### src/rtl/note_playback.sv
// Sequencer that plays a snapshot of eight captured notes as one-hot key enables,
// timed by beat_tick, with a one-cycle silent gap between slots and optional looping.
module note_playback (
  input  logic        clk_in,
  input  logic        rst_in,
  input  logic        start,
  input  logic        stop,
  input  logic        loop_in,
  input  logic        beat_tick,
  input  logic [79:0] note_y,
  input  logic [23:0] note_dur,
  output logic [7:0]  key_out,
  output logic [10:0] cursor_x,
  output logic        busy,
  output logic        done
);
  typedef enum logic [1:0] {IDLE, PLAY, GAP, DONE} state_t;

  localparam logic [9:0]  Y_EMPTY  = 10'd50;
  localparam logic [10:0] CUR_HOME = 11'd240;

  state_t      state;
  logic [2:0]  idx, cnt;
  logic [79:0] snap_y;
  logic [23:0] snap_dur;
  logic [2:0]  nidx;
  logic [9:0]  sy [8];
  logic [2:0]  sd [8];

  for (genvar k = 0; k < 8; k++) begin : g_slot
    assign sy[k] = snap_y[10*k +: 10];
    assign sd[k] = snap_dur[3*k +: 3];
  end

  assign nidx = idx + 3'd1;

  // Staff y position to key; anything unrecognised plays as a rest.
  function automatic logic [7:0] key_of(input logic [9:0] y);
    case (y)
      10'd485: key_of = 8'h01;
      10'd460: key_of = 8'h02;
      10'd435: key_of = 8'h04;
      10'd410: key_of = 8'h08;
      10'd385: key_of = 8'h10;
      10'd360: key_of = 8'h20;
      10'd335: key_of = 8'h40;
      10'd310: key_of = 8'h80;
      default: key_of = 8'h00;
    endcase
  endfunction

  function automatic logic [10:0] cur_of(input logic [2:0] i);
    case (i)
      3'd0:    cur_of = 11'd240;
      3'd1:    cur_of = 11'd362;
      3'd2:    cur_of = 11'd487;
      3'd3:    cur_of = 11'd612;
      3'd4:    cur_of = 11'd737;
      3'd5:    cur_of = 11'd862;
      3'd6:    cur_of = 11'd987;
      default: cur_of = 11'd1112;
    endcase
  endfunction

  always_ff @(posedge clk_in or negedge rst_in) begin
    if (!rst_in) begin
      state    <= IDLE;
      idx      <= '0;
      cnt      <= '0;
      snap_y   <= '0;
      snap_dur <= '0;
      key_out  <= '0;
      cursor_x <= CUR_HOME;
      busy     <= 1'b0;
      done     <= 1'b0;
    end else begin
      done <= 1'b0;
      case (state)
        IDLE: if (start && !stop) begin
          snap_y   <= note_y;
          snap_dur <= note_dur;
          idx      <= '0;
          busy     <= 1'b1;
          cursor_x <= CUR_HOME;
          if (note_y[9:0] == Y_EMPTY) begin
            state   <= DONE;
            done    <= 1'b1;
            key_out <= '0;
          end else begin
            state   <= PLAY;
            cnt     <= note_dur[2:0];
            key_out <= key_of(note_y[9:0]);
          end
        end
        PLAY: begin
          if (stop) begin
            state    <= DONE;
            done     <= 1'b1;
            key_out  <= '0;
            cursor_x <= CUR_HOME;
          end else if (beat_tick) begin
            if (cnt == 3'd0) begin
              state   <= GAP;
              key_out <= '0;
            end else begin
              cnt <= cnt - 3'd1;
            end
          end
        end
        GAP: begin
          // Slot 8 has no successor: only loop_in may bring playback back to slot 1.
          if (stop) begin
            state    <= DONE;
            done     <= 1'b1;
            cursor_x <= CUR_HOME;
          end else if (idx != 3'd7 && sy[nidx] != Y_EMPTY) begin
            state    <= PLAY;
            idx      <= nidx;
            cnt      <= sd[nidx];
            key_out  <= key_of(sy[nidx]);
            cursor_x <= cur_of(nidx);
          end else if (loop_in) begin
            state    <= PLAY;
            idx      <= '0;
            cnt      <= sd[0];
            key_out  <= key_of(sy[0]);
            cursor_x <= CUR_HOME;
          end else begin
            state    <= DONE;
            done     <= 1'b1;
            cursor_x <= CUR_HOME;
          end
        end
        DONE: begin
          state <= IDLE;
          busy  <= 1'b0;
        end
        default: state <= IDLE;
      endcase
    end
  end
endmodule

### config.mk
export PLATFORM = sky130hd
export DESIGN_NAME = note_playback
export DESIGN_NICKNAME = d
export VERILOG_FILES = /design/src/rtl/note_playback.sv
export SDC_FILE = /design/constraint.sdc
export NUM_CORES = 1
export LEC_CHECK = 0
export ABC_AREA = 1
export BUFFER_PORTS_ARGS = -buffer_cell sky130_fd_sc_hd__buf_4
export CAP_MARGIN = 20
export CORE_MARGIN = 1
export CORE_UTILIZATION = 25
export CTS_CLUSTER_DIAMETER = 150
export DETAILED_ROUTE_END_ITERATION = 8
export GPL_TIMING_DRIVEN = 0
export PLACE_DENSITY_LB_ADDON = 0.08
export SYNTH_ARGS = -nofsm -noshare
export SYNTH_HDL_FRONTEND = slang
export SYNTH_SLANG_ARGS = --single-unit
### constraint.sdc
create_clock -name clk_in -period 5.7 [get_ports clk_in]
set_input_delay 0.855 -clock clk_in [delete_from_list [all_inputs] [get_ports clk_in]]
set_output_delay 0.855 -clock clk_in [all_outputs]
set_load 0.02 [all_outputs]
== Word-level counts from Yosys, hierarchy flattened ==
Cells that the tools add are included.
Word-level totals
  logic and storage cells: 131
  memories kept: 0
  input bits: 110
  memory bits (read-only): 0
  bits in latches: 0
  bits in writable memories: 0
  output and inout port bits: 21
  register bits after elaboration: 133
Operators by class
  multiplexer cells: 56
  shift operators: 0
  bitwise logic cells: 1
  eq/ne operators: 46
  divide/modulo/power cells: 0
  reductions and logical operators: 16
  multipliers: 0
  $lt $le $gt $ge: 1
  add/subtract/negate cells: 2
Operator list (count)
  $eq 10x9->1 const B: 24
  $pmux 8 s8: 3
  $pmux 11 s7: 1
  $mux 8: 8
  $mux 11: 4
  $mux 3: 14
  $pmux 11 s3: 1
  $bmux 10 s3: 1
  $pmux 8 s3: 1
  $mux 10: 2
  $mux 2: 8
  $ne 2x2->1 const B: 7
  $ne 3x3->1 const B: 4
  $eq 10x6->1 const B: 1
  $ne 10x6->1 const B: 1
  $bmux 3 s3: 1
  $eq 3x3->1 const B: 3
  $pmux 3 s3: 1
  $pmux 2 s4: 1
  $reduce_and 8->1: 1
  $mux 1: 7
  $eq 3x2->1 const B: 2
  $logic_not 3->1: 2
  $pmux 3 s2: 1
  other kinds (18): 23

== Longest topological paths before layout ==
  depth after elaboration: 10
  gate-level depth with buffers: 21
  mapped depth without buffers: 18

== Worst setup path after synthesis ==
OpenSTA, ideal clock, no wires.
  path type: register -> register
  start point: reg idx[0]
  end point: reg key_out[7]
  required time: 5.584 ns
  arrival time: 2.571 ns
  path buffers: 5
  stages on the path, launching flop included: 20
  setup slack: 3.012 ns
  library setup time: 0.116 ns
  clock period less this slack: 2.688 ns
  cell sequence: dfrtp_1 > buf_6 > inv_4 > buf_4 > buf_2 > ha_1 > buf_4 > buf_4 > nand3_1 > nand3_1 > nand2_1 > nand2_1 > nor2_2 > nand3_4 > nand2_8 > nand3_4 > nand4_4 > inv_4 > nand2_1 > nand2_1
On the way
  cells in the longest elaborated chain, start to end: 10
  elaborated cells on any way between the ends: 22
  those cells by class: add/sub: 1; eq/ne: 11; mux: 7; bitwise: 1; reduce/logical: 2
RTL lines
  from (decl): RTL line 23  | logic [2:0] idx, cnt;
  from (signal assigned): RTL line 118  | idx <= nidx;
  $add 3x1->3: RTL line 35  | assign nidx = idx + 3'd1;
  $not 3->4 (implied by the code): RTL line 116, 120
  $bmux 10 s3: RTL line 116, 120
  $mux 10 (implied by the code) (2 in a row): RTL line 116, 120
  $eq 10x9->1 or $ne 10x6->1 (tied branches): RTL line 39, 116
  $pmux 8 s8 or $logic_and 1x1->1 (tied branches): RTL line 39, 116
  $mux 8: RTL line 116  | end else if (idx != 3'd7 && sy[nidx] != Y_EMPTY) begin
  $mux 8: RTL line 112  | if (stop) begin
  $pmux 8 s3: RTL line 78  | case (state)
  to (signal assigned): RTL line 92  | key_out <= key_of(note_y[9:0]);
  to (signal assigned): RTL line 120  | key_out <= key_of(sy[nidx]);
  to (signal assigned): RTL line 126  | key_out <= key_of(sy[0]);
  to (decl): RTL line 12  | output logic [7:0] key_out,
Parallel ways exist; a longest one is shown, timed or not. The select of a mux whose other input is x is not followed.
A chain may end at the register's enable or synchronous reset.

== Worst setup path after layout ==
  start point: reg idx[0]
  end point: reg key_out[4]
The elaborated chain is that of the path after synthesis.

==> run_results.csv <==
group,metric,value,unit
status,status,"completed",
worst_setup_path,worst_r2r_path_depth,19,
clock_network,cts_setup_buffers,0,
detailed_routing,finalWirelength,24700,µm
placed_design,place_ws,2.12,ns
global_route,antenna_found_initial,1,
timing,post-route-period-util,0.634,
clock_network,cts_root_buffer,"clkbuf_16",
global_route,first_global_vias,6969,
worst_setup_path,critPathKind,"reg -> reg",
power,power_density,568,mW/mm²
timing,setup_violations,0,
clock_network,htreeDepth,4,
worst_setup_path,cp.depth,19,
timing,slew_viol_final,0,
yosys,synth_warnings,0,
timing,period_needed,3.61,ns
worst_setup_path,start_kind,"flip-flop",
power,irDropWorstVdd,269,µV
clock_network,cts_buffer_depth,2,
timing,fmax,277,MHz
timing,final-hold-violation-count,0,
placed_design,gp_congestion,0.866,
timing,slew_headroom,0.451,
detailed_routing,via_count,6779,
floorplanning,core,0.0281,mm²
layout,drive_above_1_share,0.179,
worst_setup_path,required,6.02,ns
clock_network,cts_resized,0,
worst_setup_path,crit_path_max_fanout,11,
layout,nFillCells,3189,
global_route,grt_pass1_wl,39200,µm
detailed_routing,remaining_drc_errors,0,
clock_network,clk_transition_reported_paths,0.07,ns
timing,finClkSkew,0.0128,ns
floorplanning,core.rowCount,61,
floorplanning,die_h,172,µm
timing,worst_pin_slew,0.823,ns
detailed_routing,drtIter0Drc,406,
floorplanning,dieArea,0.0296,mm²
yosys,synth_edf_count,0,
timing,setup_slack,2.09,ns
placed_design,dp_hpwl,18800,µm
worst_setup_path,slowest_stage,"dfrtp_1",
flow_run,maxCapViolCount,0,
floorplanning,pin_count,131,
worst_setup_path,worstPathCellList,"buf_6, inv_4, buf_4, buf_2, ha_1, inv_2, buf_2, nand3_1, nand3_1, nand2_1, nand2_1, nor2_2, nand3_4, nand2_8, buf_6, a21oi_1, o21ai_1, nand2_1, nand2_1",
yosys,seq_area_frac_synth,0.454,
worst_setup_path,crit_path_frequent_cell,"nand2_1",
global_route,grt_max_degree,82,
detailed_routing,drtPass1Iterations,5,
yosys,synth-seq-cells,131,
power,leakage,4.69,nW
worst_setup_path,reg2reg_to,"key_out[4]$_DFFE_PN0P_",
clock_network,cts_buffers,17,
hold_path,hold_path_class,"in -> async",
detailed_routing,vias_per_cell,4.37,
worst_setup_path,endpoint_kind,"flip-flop",
placed_design,portBuffers,129,
yosys,dominantRegCellSynth,"dfrtp_1",
clock_network,hold_buffers,0,
detailed_routing,antenna_left,0,
clock_network,clk_latency,0.44,ns
timing,rsz0062_at_grt,"no",
yosys,synth.distinct_cells,40,
layout,fin_nets,1281,
timing,fin_setup_tns,0,ns
clock_network,cts_tree,"done",
yosys,postSynthCellCount,1010,
floorplanning,start_util,0.258,
global_route,grt_overflow,0,
detailed_routing,post_drt_wl_per_cell,16.0,µm
worst_setup_path,rrSetupSlack,2.09,ns
yosys,ys_async_sr_fraction,1.00,
worst_setup_path,cp-startpoint,"idx[0]$_DFFE_PN0P_",
worst_setup_path,critPathMaxStageDelay,0.42,ns
worst_setup_path,r2r_start,"idx[0]$_DFFE_PN0P_",
global_route,grt_usage,0.178,
layout,antennaDiodeCount,0,
clock_network,cts.sinks,131,
worst_setup_path,crit_buf_inv,7,
yosys,syn_area,0.00723,mm²
yosys,syn_nets,1132,
layout,syn_to_final_growth,28.4,%
yosys,synth.avg_cell_area,7.16,µm²
worst_setup_path,worstSetupEndpoint,"key_out[4]$_DFFE_PN0P_",
worst_setup_path,critPathTopFamily,"buffers and inverters",
worst_setup_path,arrival,3.94,ns
floorplanning,die_w,172,µm
worst min path at each step:
stage               slack [ns]  depth (start not counted)                      to                    from
finish                    0.37                          1   snap_y[8]$_DFFE_PN0P_                  rst_in
global route              0.41                          1  snap_y[12]$_DFFE_PN0P_                  rst_in
CTS                       0.40                          1  snap_y[27]$_DFFE_PN0P_                  rst_in
detailed placement        0.46                          2  snap_y[31]$_DFFE_PN0P_  snap_y[31]$_DFFE_PN0P_
global placement          0.45                          2  snap_y[31]$_DFFE_PN0P_  snap_y[31]$_DFFE_PN0P_
floorplan                 0.44                          2  snap_y[10]$_DFFE_PN0P_  snap_y[10]$_DFFE_PN0P_
cell usage after synthesis, drive strengths merged, types with 2 or more instances:
library cell / n / area share
nor4: 2 / 0.0017
nor3: 25 / 0.017
nand3: 63 / 0.048
nor2: 78 / 0.043
o22ai: 3 / 0.0026
o21ai: 101 / 0.070
a21oi: 21 / 0.015
nand4: 15 / 0.016
clkbuf: 19 / 0.0099
nand2: 386 / 0.20
or2: 3 / 0.0026
inv: 112 / 0.059
buf: 28 / 0.027
dfrtp: 128 / 0.44
ha: 12 / 0.021
dfstp: 3 / 0.011
a22oi: 2 / 0.0021
kinds of logic after synthesis:
group,synth area share
simple gates,0.333
buf+inv,0.0953
xor+xnor,0.00121
other cells,0.000518
compound gates,0.0958
flops,0.454
fa+ha+maj,0.0208
power by group:
group | internal [mW] | switching [mW] | leakage, nW
clock network | 0.588 | 0.516 | 0.289
logic | 0.871 | 1.77 | 2.77
registers | 1.34 | 0.195 | 1.64
layout by cell type (no fill, tap or decap), types with 2 or more instances in the layout:
master,netlist,final
nand2_1,382,382
inv_1,106,106
nand4_1,13,13
nor4_1,2,2
or2_2,3,3
clkbuf_16,0,17
buf_4,8,136
inv_6,0,7
nor3_1,25,25
buf_2,10,10
a21oi_1,21,21
nor2_4,2,2
inv_2,4,4
o22ai_1,3,3
buf_1,4,4
dfrtp_1,128,128
o21ai_0,86,86
a22oi_1,2,2
nand3_1,60,60
clkbuf_1,19,19
o21ai_1,15,15
ha_1,12,12
nor2_1,75,75
nand3_4,2,2
inv_8,0,6
nand2_2,3,3
buf_6,6,7
inv_4,2,2
dfstp_2,3,3
stage by stage:
stage,power (mW),area (µm²),instances,utilization,hold slack [ns]
after floorplan,3.34,7230,1010,-,0.437
after global placement,4.20,8680,1517,0.309,0.455
after detailed placement,4.21,8710,1518,0.310,0.461
after CTS,5.34,9290,1550,0.331,0.397
after global routing,5.77,9290,1550,0.331,0.405
final,5.28,9290,1550,0.331,0.367
area by class of cell:
class / count / area [µm²] / area share
Sequential cell: 131 / 3280 / 0.353
Multi-Input combinational cell: 720 / 3260 / 0.351
Timing Repair Buffer: 130 / 1000 / 0.108
Tap cell: 378 / 473 / 0.0509
Clock buffer: 17 / 425 / 0.0458
Inverter: 112 / 425 / 0.0458
Buffer: 47 / 264 / 0.0284
Clock inverter: 15 / 154 / 0.0166
layer usage:
metal  track usage  routed length, µm  vias up  share of wire
met5             0                  0        -              0
met4        0.0562                425        0          0.017
met3        0.0270                864       27          0.035
met2         0.279              11000      139           0.44
met1         0.249              12400     3119           0.50
li1              -                  -     3494              -
state kept, by name, indices dropped and copies added (netlist names):
| register | flops |
|---|---|
| cursor_x | 9 |
| idx | 3 |
| key_out | 8 |
| done | 1 |
| busy | 1 |
| cnt | 3 |
| snap_y | 80 |
| snap_dur | 24 |
| state | 2 |
Power figures use the tool's default switching activity.
